**src/rtl/fifo_write_arbiter.sv**
```systemverilog
// fifo_write_arbiter: round-robin, burst-bounded sharing of the single write
// port of the master-side async FIFO. Runs entirely in the clk_master domain.
//
// state | meaning
// IDLE  | no grant held; arbitrate among req_valid starting at rr_ptr
// GRANT | grant_id owns the write port until its burst ends or its valid drops
module fifo_write_arbiter #(
  parameter int  NUM_REQ    = 4,
  parameter int  DATA_WIDTH = 8,
  parameter int  BURST_MAX  = 4,
  localparam int IDW        = $clog2(NUM_REQ)
) (
  input  logic                          clk_master,
  input  logic                          reset_n,
  input  logic [NUM_REQ-1:0]            req_valid,
  input  logic [NUM_REQ*DATA_WIDTH-1:0] req_data,
  output logic [NUM_REQ-1:0]            req_ready,
  input  logic                          full,
  output logic                          w_en,
  output logic [DATA_WIDTH-1:0]         fifo_wdata,
  output logic [IDW-1:0]                grant_id,
  output logic                          busy
);

  typedef enum logic {
    IDLE  = 1'b0,
    GRANT = 1'b1
  } state_t;

  localparam logic [IDW:0] NUM_REQ_W = (IDW+1)'(NUM_REQ);
  localparam logic [3:0]   LAST_BEAT = 4'(BURST_MAX - 1);

  state_t                state_q, state_d;
  logic [IDW-1:0]        grant_id_q, grant_id_d;
  logic [IDW-1:0]        rr_ptr_q, rr_ptr_d;
  logic [3:0]            beat_cnt_q, beat_cnt_d;

  logic [DATA_WIDTH-1:0] word [NUM_REQ];
  logic                  sel_found;
  logic [IDW-1:0]        sel_idx;
  logic [IDW:0]          cand;
  logic [IDW:0]          inc;

  // Slice the flat request bus into one word per requester.
  always_comb begin
    for (int i = 0; i < NUM_REQ; i++) begin
      word[i] = req_data[i*DATA_WIDTH +: DATA_WIDTH];
    end
  end

  // First valid requester searching upward from rr_ptr, wrapping at NUM_REQ.
  always_comb begin
    sel_found = 1'b0;
    sel_idx   = '0;
    cand      = '0;
    for (int k = 0; k < NUM_REQ; k++) begin
      cand = {1'b0, rr_ptr_q} + (IDW+1)'(k);
      if (cand >= NUM_REQ_W) cand = cand - NUM_REQ_W;
      if (!sel_found && req_valid[cand[IDW-1:0]]) begin
        sel_found = 1'b1;
        sel_idx   = cand[IDW-1:0];
      end
    end
  end

  // Next state and zero-latency write-port outputs for the held grant.
  always_comb begin
    state_d    = state_q;
    grant_id_d = grant_id_q;
    rr_ptr_d   = rr_ptr_q;
    beat_cnt_d = beat_cnt_q;
    req_ready  = '0;
    w_en       = 1'b0;
    fifo_wdata = '0;
    inc        = {1'b0, grant_id_q} + (IDW+1)'(1);
    if (inc >= NUM_REQ_W) inc = '0;

    case (state_q)
      IDLE: begin
        if (sel_found) begin
          grant_id_d = sel_idx;
          beat_cnt_d = '0;
          state_d    = GRANT;
        end
      end
      GRANT: begin
        req_ready[grant_id_q] = !full;
        w_en                  = req_valid[grant_id_q] && !full;
        if (w_en) fifo_wdata = word[grant_id_q];
        // A vanished request releases even while full stalls the port.
        if (!req_valid[grant_id_q]) begin
          state_d  = IDLE;
          rr_ptr_d = inc[IDW-1:0];
        end else if (w_en) begin
          beat_cnt_d = beat_cnt_q + 4'd1;
          if (beat_cnt_q == LAST_BEAT) begin
            state_d  = IDLE;
            rr_ptr_d = inc[IDW-1:0];
          end
        end
      end
      default: state_d = IDLE;
    endcase
  end

  // State register; reset forces IDLE so all port outputs drop immediately.
  always_ff @(posedge clk_master or negedge reset_n) begin
    if (!reset_n) begin
      state_q    <= IDLE;
      grant_id_q <= '0;
      rr_ptr_q   <= '0;
      beat_cnt_q <= '0;
    end else begin
      state_q    <= state_d;
      grant_id_q <= grant_id_d;
      rr_ptr_q   <= rr_ptr_d;
      beat_cnt_q <= beat_cnt_d;
    end
  end

  assign busy     = (state_q == GRANT);
  assign grant_id = grant_id_q;

endmodule

```
**config.mk**
```make
export PLATFORM = sky130hd
export DESIGN_NAME = fifo_write_arbiter
export DESIGN_NICKNAME = d
export VERILOG_FILES = /design/src/rtl/fifo_write_arbiter.sv
export SDC_FILE = /design/constraint.sdc
export NUM_CORES = 1
export LEC_CHECK = 0
export BUFFER_PORTS_ARGS = -buffer_cell sky130_fd_sc_hd__buf_2
export CAP_MARGIN = 20
export CORE_AREA = 8 8 55 57
export DETAILED_ROUTE_END_ITERATION = 8
export DIE_AREA = 0 0 63 65
export PLACE_DENSITY = 0.81
export SLEW_MARGIN = 15
export SYNTH_ARGS = -nofsm -noshare
export SYNTH_HDL_FRONTEND = slang
export SYNTH_SLANG_ARGS = --single-unit
```
**constraint.sdc**
```tcl
create_clock -name clk_master -period 4.2 [get_ports clk_master]
set_input_delay 0 -clock clk_master [delete_from_list [all_inputs] [get_ports clk_master]]
set_output_delay 0 -clock clk_master [all_outputs]
set_load 0.005 [all_outputs]
```
==> impl_metrics.env <==
export IMPL_synth_edf_count=0
export IMPL_ios=55
export IMPL_grt_pass1_vias=999
export IMPL_top_usage_layer="met2"
export IMPL_drt_total_wl_mm=2.74
export IMPL_avgSynthCellArea_um2=10.9
export IMPL_syn_nets=133
export IMPL_nets=188
export IMPL_diodes=0
export IMPL_cts_tree="done"
export IMPL_grt_pass1_wl_mm=4.69
export IMPL_drc=0
export IMPL_ys_flop_type="dfrtp_1"
export IMPL_rsz0062_at_grt="false"
export IMPL_setup_tns_ps=0
export IMPL_cp_max_fo=17
export IMPL_finalCriticalPeriod_ps=2160
export IMPL_fin_skew_ps=0.476
export IMPL_die_width_um=63
export IMPL_start_util=0.451
export IMPL_r2r_slack_ps=2230
export IMPL_power_total_w=0.000677
export IMPL_fin_crit_sh=0.514
export IMPL_yosys_top_cells_area="dfrtp_1, mux4_2, ha_1, mux2_4, and3_1"
export IMPL_syn_area_um2=968
export IMPL_fill_cells=176
export IMPL_clk_path_buf_depth=2
export IMPL_setup_violations=0
export IMPL_via_per_inst=5.52
export IMPL_start_kind="register"
export IMPL_yosysUniqueCellTypes=35
export IMPL_critical_path_slowest_cell="dfrtp_1"
export IMPL_layout_drive_gt1_share=0.524
export IMPL_dp_hpwl_mm=2.27
export IMPL_grt_met1_usage=0.173
export IMPL_gp_congestion=0.864
export IMPL_antenna_found_initial=0
export IMPL_hold_viol=0
export IMPL_r2r_cells=4
export IMPL_cp_buffers_inverters=1
export IMPL_ant_nets=0
export IMPL_hold_path_depth=3
export IMPL_drt_iter0_drc=62
export IMPL_clock_latency_ps=250
export IMPL_synthTopCellsByCount="dfrtp_1, mux4_2, and3_1"
export IMPL_track_usage=0.137
export IMPL_die_area_um2=4100
export IMPL_cts_buffers_inserted=3
export IMPL_leakagePower_nw=0.683
export IMPL_grt_overflow=0
export IMPL_reg2reg_to="rr_ptr_q[1]"
export IMPL_coreArea_um2=2150
export IMPL_end_kind="output pin"
export IMPL_drv_slew=0
export IMPL_synth_yosys_seq_area_share=0.233
export IMPL_multiInputGateArea_um2=688
export IMPL_num_rows=17
export IMPL_globalRouteMet3Util=0.0567
export IMPL_worstPathCellList="mux4_2 > and3_1 > buf_2"
export IMPL_synthArstFlopShare=1.00
export IMPL_powerDensity_nw_per_um2=532
export IMPL_cts_max_level=1
export IMPL_die_height_um=65
export IMPL_outcome="completed"
export IMPL_clock_sinks=9
export IMPL_max_cap_viol_count=0
export IMPL_ctsResizeCount=0
export IMPL_slew_headroom=0.483
export IMPL_clk_pin_slew_ps=60
export IMPL_use_met2=0.207
export IMPL_syn_inst=89
export IMPL_crit_type="reg -> out"
export IMPL_cts_root_buf="clkbuf_4"
export IMPL_max_slew_worst_pin_slew_ps=776
export IMPL_hp_class="in -> reg"
export IMPL_areaGrowthSynthToFinish_pct=31.5
export IMPL_max_freq_mhz=463
export IMPL_seq_area_um2=225
export IMPL_yosys_area_top_type="dfrtp_1"
export IMPL_synth_top_area_frac=0.233
export IMPL_whs_endpoint="grant_id[1]"
export IMPL_vdd_drop_max_mv=0.264
export IMPL_post_drt_wl_per_cell_um=16.0
export IMPL_r2r_start="grant_id[0]"
export IMPL_critPathMaxStageDelay_ps=850
export IMPL_ys_seq_elements=9
export IMPL_dr_pass1_iters=4
export IMPL_yosys_warnings=0
export IMPL_grt_max_degree=18
export IMPL_port_buffer_count=54
export IMPL_cp_data_arrival_time_ps=2160
export IMPL_dr_total_vias=944
export IMPL_crit_family="flip-flops"
export IMPL_worstHoldStart="req_valid[3]"
export IMPL_cp_required_ps=4200
-- cell type report --
type                       count  area share
tap                           28      0.0275
inverter                       5      0.0147
sequential                     9       0.177
multi-input combinational     70       0.540
clock buffer                   4      0.0206
timing repair buffer          55       0.220
-- per-stage QoR --
stage | util | setup slack [ps] | hold WS, ps | cells | instance area (µm²)
floorplan | - | 2600 | -296 | 89 | 968
global placement | 0.576 | 2250 | -140 | 166 | 1240
detailed placement | 0.576 | 2200 | -136 | 166 | 1240
CTS | 0.593 | 2010 | 115 | 171 | 1270
global route | 0.593 | 1860 | 132 | 171 | 1270
finish | 0.593 | 2040 | 118 | 171 | 1270
-- flip-flops by register name (all words and copies together) (netlist names) --
register and cells:
grant_id 2, busy 1, rr_ptr_q 2, beat_cnt_q 4
-- report_power, final --
group          internal, W  switching [W]
logic             0.000238       0.000156
registers         0.000122      0.0000952
clock network    0.0000366      0.0000293
total             0.000397       0.000280
-- worst reg2reg max path: stages (launching register included) --
cell     delay [ps]
dfrtp_1         850
mux2_4          390
mux2i_4         160
o21a_4          170
mux2_4          290
-- cells by family after synthesis --
| logic type | Yosys count | synth area share |
|---|---|---|
| and+or+nand+nor | 32 | 0.187 |
| AOI/OAI and AO/OA | 16 | 0.134 |
| muxes | 16 | 0.315 |
| buffers and inverters | 10 | 0.0568 |
| DFF | 9 | 0.233 |
| adders and majority gates | 5 | 0.0646 |
| xor gates and xnor gates | 1 | 0.00905 |
-- routing by layer --
layer | vias up | wire length, µm
met5 | - | 0
met4 | 0 | 8
met3 | 2 | 332
met2 | 62 | 1090
met1 | 434 | 1300
li1 | 446 | -
-- cell usage in the layout, fill, tap and decap left out, drive strengths merged, types with 2 or more instances in the layout --
master	count
a21oi	3
and2	5
and3	8
buf	54
clkbuf	4
dfrtp	9
ha	5
inv	5
mux2	4
mux2i	3
mux4	9
nand2	6
nand3	3
nor2	3
o21a	2
o21ai	4
o31ai	2
-- timing repair --
item	CTS	global route
setup buffers	0	0
hold buffers	1	0
hold endpoints to repair	9	0
-- worst max path at each step --
stage                            from       endpoint  slack (ps)  cells past startpoint
after floorplan           grant_id[0]    rr_ptr_q[0]        2600                      5
after global placement    grant_id[0]    rr_ptr_q[0]        2250                      4
after detailed placement  grant_id[0]    rr_ptr_q[0]        2200                      4
after CTS                 grant_id[0]  fifo_wdata[2]        2010                      3
after global routing      grant_id[0]  fifo_wdata[2]        1860                      3
final                     grant_id[0]  fifo_wdata[2]        2040                      3
(Power assumes the default switching activity.)
